$ cat src/rtl/ifetch_stage_pkg.sv
// Shared definitions for the instruction-fetch stage: FSM encoding,
// bubble word and word-alignment helpers.
package ifetch_stage_pkg;

  typedef enum logic [1:0] {
    S_FETCH = 2'd0,
    S_READY = 2'd1,
    S_DROP  = 2'd2
  } if_state_e;

  localparam logic [31:0] NOP_WORD        = 32'h0000_0000;
  localparam logic [31:0] WORD_ALIGN_MASK = 32'hFFFF_FFFC;
  localparam logic [31:0] PC_STEP         = 32'd4;

  function automatic logic [31:0] word_align(input logic [31:0] addr);
    return addr & WORD_ALIGN_MASK;
  endfunction

endpackage

$ cat src/rtl/ifetch_stage_ifpc_reg.sv
// Program counter register: redirect beats hold, hold beats increment.
module ifpc_reg
  import ifetch_stage_pkg::*;
#(
  parameter logic [31:0] RESET_PC = 32'h0000_0000
) (
  input  logic        CLOCK,
  input  logic        RESET,
  input  logic        redirect,
  input  logic [31:0] target,
  input  logic        advance,
  input  logic        hold,
  output logic [31:0] pc
);

  always_ff @(posedge CLOCK or negedge RESET) begin
    if (!RESET) begin
      pc <= RESET_PC;
    end else if (redirect) begin
      pc <= word_align(target);
    end else if (advance && !hold) begin
      pc <= pc + PC_STEP;
    end
  end

endmodule

$ cat src/rtl/ifetch_stage.sv
// Instruction-fetch stage: issues word fetches, parks a held instruction in a
// one-entry buffer and swallows the response of a request orphaned by a redirect.
//
// Memory handshake: IMEMREQ/IMEMADDR are driven only from registered state, so
// once raised they stay constant until the cycle IMEMACK is seen (which may be
// the request cycle itself); IMEMRDATA is consumed only in that ACK cycle.
module ifetch_stage
  import ifetch_stage_pkg::*;
#(
  parameter logic [31:0] RESET_PC = 32'h0000_0000
) (
  input  logic        CLOCK,
  input  logic        RESET,
  input  logic        PCHOLD,
  input  logic        BRANCHTAKEN,
  input  logic [31:0] BRANCHTARGET,
  input  logic        JUMP,
  input  logic [31:0] JUMPTARGET,
  output logic        IMEMREQ,
  output logic [31:0] IMEMADDR,
  input  logic        IMEMACK,
  input  logic [31:0] IMEMRDATA,
  output logic [31:0] TOIFIDPC4,
  output logic [31:0] TOIFIDORDER,
  output logic        FETCHVALID,
  output logic        IFFLASH,
  output if_state_e   DBGSTATE
);

  if_state_e   state, state_nxt;
  logic [31:0] pc;
  logic [31:0] buf_q;
  logic [31:0] stale_q;
  logic        redirect;
  logic [31:0] target;
  logic        advance;
  logic        buf_load;
  logic        stale_load;
  logic        req_c;
  logic        valid_c;
  logic [31:0] order_c;
  logic [31:0] addr_c;

  // Branch outranks jump when ID raises both.
  assign redirect = BRANCHTAKEN | JUMP;
  assign target   = BRANCHTAKEN ? BRANCHTARGET : JUMPTARGET;

  ifpc_reg #(.RESET_PC(RESET_PC)) u_pc (
    .CLOCK    (CLOCK),
    .RESET    (RESET),
    .redirect (redirect),
    .target   (target),
    .advance  (advance),
    .hold     (PCHOLD),
    .pc       (pc)
  );

  always_ff @(posedge CLOCK or negedge RESET) begin
    if (!RESET) begin
      state   <= S_FETCH;
      buf_q   <= NOP_WORD;
      stale_q <= NOP_WORD;
    end else begin
      state <= state_nxt;
      if (buf_load)   buf_q   <= IMEMRDATA;
      if (stale_load) stale_q <= pc;
    end
  end

  always_comb begin
    state_nxt  = state;
    req_c      = 1'b0;
    addr_c     = pc;
    valid_c    = 1'b0;
    order_c    = NOP_WORD;
    advance    = 1'b0;
    buf_load   = 1'b0;
    stale_load = 1'b0;
    case (state)
      S_FETCH: begin
        req_c = 1'b1;
        if (IMEMACK) begin
          advance = 1'b1;
          if (!redirect) begin
            valid_c = 1'b1;
            order_c = IMEMRDATA;
            if (PCHOLD) begin
              buf_load  = 1'b1;
              state_nxt = S_READY;
            end
          end
        end else if (redirect) begin
          // The old request is still owed a response; remember where it went.
          stale_load = 1'b1;
          state_nxt  = S_DROP;
        end
      end
      S_READY: begin
        advance = 1'b1;
        if (!redirect) begin
          valid_c = 1'b1;
          order_c = buf_q;
        end
        if (redirect || !PCHOLD) state_nxt = S_FETCH;
      end
      S_DROP: begin
        req_c  = 1'b1;
        addr_c = stale_q;
        if (IMEMACK) state_nxt = S_FETCH;
      end
      default: state_nxt = S_FETCH;
    endcase
  end

  // Reset gates the handshake outputs immediately, not at the next edge.
  assign IMEMREQ     = RESET & req_c;
  assign IMEMADDR    = addr_c;
  assign FETCHVALID  = RESET & valid_c;
  assign TOIFIDORDER = FETCHVALID ? order_c : NOP_WORD;
  assign TOIFIDPC4   = pc + PC_STEP;
  assign IFFLASH     = RESET & (redirect | (~FETCHVALID & ~PCHOLD));
  assign DBGSTATE    = state;

endmodule

$ cat config.mk
export PLATFORM = sky130hd
export DESIGN_NAME = ifetch_stage
export DESIGN_NICKNAME = d
export VERILOG_FILES = /design/src/rtl/ifetch_stage_pkg.sv /design/src/rtl/ifetch_stage_ifpc_reg.sv /design/src/rtl/ifetch_stage.sv
export SDC_FILE = /design/constraint.sdc
export NUM_CORES = 1
export LEC_CHECK = 0
export ABC_AREA = 1
export CORE_MARGIN = 2
export CORE_UTILIZATION = 46
export CTS_CLUSTER_SIZE = 20
export DETAILED_ROUTE_END_ITERATION = 6
export GPL_TIMING_DRIVEN = 0
export PLACE_DENSITY = 0.86
export SYNTH_ARGS = -nofsm -noshare
export SYNTH_HDL_FRONTEND = slang
export SYNTH_SLANG_ARGS = --single-unit
$ cat constraint.sdc
create_clock -name CLOCK -period 1.9 [get_ports CLOCK]
set_input_delay 0.19 -clock CLOCK [delete_from_list [all_inputs] [get_ports CLOCK]]
set_output_delay 0.19 -clock CLOCK [all_outputs]
set_load 0.01 [all_outputs]
## After elaboration in Yosys (flattened, before gate mapping)

Cells that the tools add are included.

- Register bits: 98
- Bits of input ports: 102
- Output and inout port bits: 101
- Logic and storage cells: 56

- Add/subtract/negate cells: 1
- Equal/unequal tests: 7
- Multiplexer cells: 29
- Bitwise operators: 8
- Reduce and logical (&&, ||, !) cells: 7

Operators with widths:

| kind | number |
|---|---|
| $mux W32 | 8 |
| $pmux W32 S2 | 1 |
| $add A32 B3 Y32 const B | 1 |
| $mux W2 | 6 |
| $mux W1 | 11 |
| $ne A3 B3 Y1 const B | 3 |
| $pmux W2 S3 | 1 |
| $reduce_and A5 Y1 | 1 |
| $and A1 B1 Y1 | 4 |
| $ne A2 B2 Y1 const B | 2 |
| $pmux W1 S2 | 2 |
| $eq A2 B1 Y1 const B | 1 |
| $eq A2 B2 Y1 const B | 1 |
| $logic_not A2 Y1 | 1 |
| $not A1 Y1 | 2 |
| $or A1 B1 Y1 | 2 |
| $reduce_bool A2 Y1 | 1 |
| $reduce_or A2 Y1 | 1 |
| $logic_and A1 B1 Y1 | 1 |
| $logic_not A1 Y1 | 1 |
| $logic_or A1 B1 Y1 | 1 |

## Depth between registers and ports, before layout

- Depth after elaboration: 9
- Gate-level depth with buffers: 10

## Hierarchy

From an unflattened synthesis, not the netlist that was laid out.

- Cell total of the unflattened synthesis: 1028
- Area total of the unflattened synthesis: 7000.5 µm²

By module, submodules not included:

| module | instances | cells an instance | area an instance (µm²) | sequential area each (µm²) |
|---|---|---|---|---|
| ifetch_stage | 1 | 680 | 4775.8 | 1651.6 |
| ifpc_reg | 1 | 348 | 2224.6 | 750.7 |

## Worst setup path before layout

OpenSTA, ideal clock, no wires.

- Path type: register -> output
- Start: reg state[0], in the netlist DBGSTATE[0]
- End: out TOIFIDORDER[22]
- Data arrival time: 1.423 ns
- Path slack: 0.287 ns
- Stages on the path, launching flop included: 9
- Buffers on the path: 1
- Path through: dfrtp_1 inv_2 nand2_1 nor2_1 inv_2 a211oi_4 buf_4 nand2_1 inv_1

- Longest elaborated chain between the ends: 4

Ends and longest elaborated chain:

| item | line | text |
|---|---|---|
| from (decl) | ifetch_stage.sv:30 | `if_state_e state, state_nxt;` |
| from (signal assigned) | ifetch_stage.sv:64 | `state <= state_nxt;` |
| $eq A2 B1 Y1 or $logic_not A2 Y1 (tied branches) | ifetch_stage.sv:79 | `case (state)` |
| $pmux W1 S2 * | ifetch_stage.sv:79 |  |
| $and A1 B1 Y1 * | ifetch_stage.sv:118 | `assign FETCHVALID = RESET & valid_c;` |
| via FETCHVALID | ifetch_stage.sv:25 | `output logic FETCHVALID,` |
| $mux W32 * | ifetch_stage.sv:119 | `assign TOIFIDORDER = FETCHVALID ? order_c : NOP_WORD;` |
| to (decl) | ifetch_stage.sv:24 | `output logic [31:0] TOIFIDORDER,` |

Mark *: on every way through the listed nets, which the timed path passes. The rest lies on a longest branch.

## Final worst setup path

- Start: reg u_pc.pc[2]
- End: out TOIFIDPC4[22]

- Longest elaborated chain between the ends: 1

Ends and longest elaborated chain:

| item | line | text |
|---|---|---|
| from (decl) | ifetch_stage_ifpc_reg.sv:13 | `output logic [31:0] pc` |
| from (signal assigned) | ifetch_stage_ifpc_reg.sv:20 | `pc <= word_align(target);` |
| from (signal assigned) | ifetch_stage_ifpc_reg.sv:22 | `pc <= pc + PC_STEP;` |
| $add A32 B3 Y32 | ifetch_stage.sv:120 | `assign TOIFIDPC4 = pc + PC_STEP;` |
| to (decl) | ifetch_stage.sv:23 | `output logic [31:0] TOIFIDPC4,` |

No other way between the ends.

==> impl_results.md <==
* RePlAce Congestion at ~0.91
* Fillers at 734
* Total GRT Usage at 0.334
* Routed WL per cell at slightly above 20 um
* Vias at roughly 7,600
* Clock skew at around 0.014 ns
* DPL Wire Length at between 10,000 and 15,000 um
* Core box area at 12,200 um^2
* Critical Path End Type: output port
* Initial antenna violation count at 0
* Highest Signal Layer: met4
* FP Rows at 40
* Clock latency on the worst-skew pair at 0.36 ns
* Required time of the critical path at roughly 1.7 ns
* Iteration-0 DRC Markers at about 1,000
* Hold Fails Final Rpt at 5
* Sequential cell area at around 2400 um^2
* Unique masters post-synth at 31
* Drt drc at 0
* Fmax at roughly 440 MHz
* Design Area, Final at 9720 um^2
* Layout area overhead at 67.9%
* Hold crit path type: in -> async
* Total wire length at around 26,000 um
* Crit path buffers/inverters at 4
* First-pass GRT wire length at 34,600 um
* CP max-delay cell: dfrtp_1
* Die width at about 120 um
* Pre-CTS setup slack at -0.741 ns
* Syn Area/Cell at around 7 um^2
* Worst-path clk slew at 0.08 ns
* CTS tree: built
* Status: finished with violations
* Post-synthesis cell count at 826
* Unrepaired setup endpoints after global routing: yes
* Yosys warns at 0
* DRT antenna net count at 0
* M1 WL at about 9000 um
* CP delay by family, top: buffers and inverters
* Max clock buf depth at 2
* Clock Sinks at 94
* Die area at 13,500 um^2
* DRT Pass-1 Iters at 6
* Worst hold slack at -0.00814 ns
* Leak at 4.85 nW
* Slew Viols, Final at 0
* Fin nets at between 1,000 and 1,500
* Flop and latch count out of synthesis at 94
* CTS H-tree lvls at 3
* DR vias/cell at between 5 and 6
* Violated checks: negative hold slack, negative setup slack
* Max Cap Viol at 0
* # setup viols final at ~70
* Grt total ovfl at 0
* Multi-input logic area at around 3400 um^2
* Chip Height at between 100 and 150 um
* Slew HR at 0.587
* Diodes inserted at 0
* Port Buffers at 193
* Metal2 WL at ~12,000 um
* Startpoint Class: flip-flop
* CTS root buffer: clkbuf_16
* Ports at around 200
* Ratio of cells with drive above 1 in the final layout at 0.384
* Largest net degree at the start of global routing at 37
* Worst slew pin tran at just over 0.6 ns
* Syn Std Cell Area at ~5800 um^2
* Max VDD drop at about 0.48 mV
* Final period util at 1.18
* Crit Path Category: reg -> out
* Sequential area share after synthesis at 0.406
* Dpl cell area at roughly 8000 um^2
* Final WS setup at -0.350 ns
* Initial Util at 0.476
* CP Data Arrival Time at approximately 2 ns
* Crit-path cells: ha_4 > nand3_4 > inv_4 > nand2_8 > buf_12 > nor2_4 > buf_6 > nand2_4 > xor2_2 > buf_2
* Min Tclk post-route at around 2.3 ns
* Number of global-route vias before repair at just under 7,000
* Met3 wire len at between 3000 and 4000 um
* Pwr dens at approximately 790 nW/um^2
* Delay of the slowest critical-path stage at between 0.4 and 0.5 ns
* Total CTS buffers at 9
* Maximum fanout along the worst path at 3
[flip-flops by register name, summed over array words and instances, names as in the netlist]
| signal | cells |
|---|---|
| u_pc.pc | 30 |
| buf_q | 32 |
| DBGSTATE | 2 |
| stale_q | 30 |
[path summary, 6_finish.rpt]
kind                                         start                 endpoint  slack, ns  depth (start not counted)
max                         u_pc.pc[2]$_DFFE_PN0P_            TOIFIDPC4[22]      -0.35                         10
min                                          RESET  stale_q[12]$_DFFE_PN0P_     -0.008                          2
max reg2reg                DBGSTATE[1]$_DFFE_PN0P_  u_pc.pc[21]$_DFFE_PN0P_      -0.09                         10
min reg2reg                 stale_q[9]$_DFFE_PN0P_   stale_q[9]$_DFFE_PN0P_       0.49                          2
max in group asynchronous                    RESET  u_pc.pc[24]$_DFFE_PN0P_       1.06                          4
min in group CLOCK                    IMEMRDATA[1]     buf_q[1]$_DFFE_PN0P_       0.40                          3
[synthesized netlist by cell type, drive strengths merged]
cell type  instances  area, um^2
a211oi             1        20.0
a21oi             42         210
a22o              12         105
a22oi             13        97.6
a31oi              7        43.8
a41oi              1        8.76
and2               3        18.8
buf               18         113
clkbuf            25        93.8
conb               1        3.75
dfrtp             94        2350
ha                 1        12.5
inv              121         454
nand2            227         870
nand3             14        75.1
nand4              4        25.0
nor2             113         504
nor3               1        5.00
o211ai             2        15.0
o21ai             87         435
o22ai             23         144
xor2              16         185
[placed cells by master (no fill, tap or decap), types with 13 or more instances in the layout]
cell               n
o22ai_1           23
nor2_4            19
nor2_1            74
nor2_2            20
clkbuf_2          31
dfrtp_2           15
nand2_1          154
a21oi_1           30
a22oi_1           13
inv_1             86
buf_6             71
nand2_4           17
buf_4             60
nand2_2           55
clkdlybuf4s50_1  100
o21ai_0           72
inv_2             33
dfrtp_1           79
buf_2             33
[layer usage]
layer	vias up	track usage
met5	-	0
met4	0	0.179
met3	195	0.0944
met2	670	0.563
met1	3504	0.387
li1	3199	-
[final cells by class]
class | count | area share
clock inverter | 4 | 0.00463
timing repair buffer | 285 | 0.272
buffer | 41 | 0.0324
inverter | 121 | 0.0472
multi-input combinational | 571 | 0.352
clock buffer | 12 | 0.0264
sequential | 94 | 0.244
tap | 168 | 0.0216
[report_power, final]
group / switching [mW] / total, mW / internal [mW]
sequential: 0.360 / 2.84 / 2.48
combinational: 1.64 / 2.90 / 1.25
clock: 0.838 / 1.93 / 1.09
total: 2.84 / 7.66 / 4.82
[cell families (layout without fill, tap and decap cells)]
| group | Yosys count | count (layout) | share of synthesized area |
|---|---|---|---|
| AO/OA/AOI/OAI | 188 | 188 | 0.186 |
| adder cells (fa/ha/maj) | 1 | 1 | 0.00216 |
| buffers and inverters | 164 | 463 | 0.114 |
| XOR/XNOR | 16 | 16 | 0.0320 |
| flip-flops | 94 | 94 | 0.406 |
| other | 1 | 4 | 0.000647 |
| AND/OR/NAND/NOR | 362 | 362 | 0.259 |
[timing repair]
action	in CTS	in global routing
hold endpoints to repair	24	35
resized for setup	476	202
pin swaps	26	37
buffers inserted	54	32
endpoints found under the setup margin	104	128
hold buffers	3	2
gates cloned	4	0
[through the flow]
step | utilization | power [mW] | hold slack (ns) | instances | TNS [ns]
2_1_floorplan | - | 3.94 | -0.106 | 829 | 0
4_1_cts | 0.752 | 7.14 | -0.142 | 1268 | -8.48
3_3_place_gp | 0.653 | 5.04 | 0.465 | 1190 | -433.85
3_5_place_dp | 0.655 | 5.13 | 0.127 | 1191 | -37.74
6_report | 0.800 | 7.66 | -0.00814 | 1296 | -12.42
5_1_grt | 0.800 | 7.95 | 0.00664 | 1296 | -16.91
(Power assumes the default switching activity.)
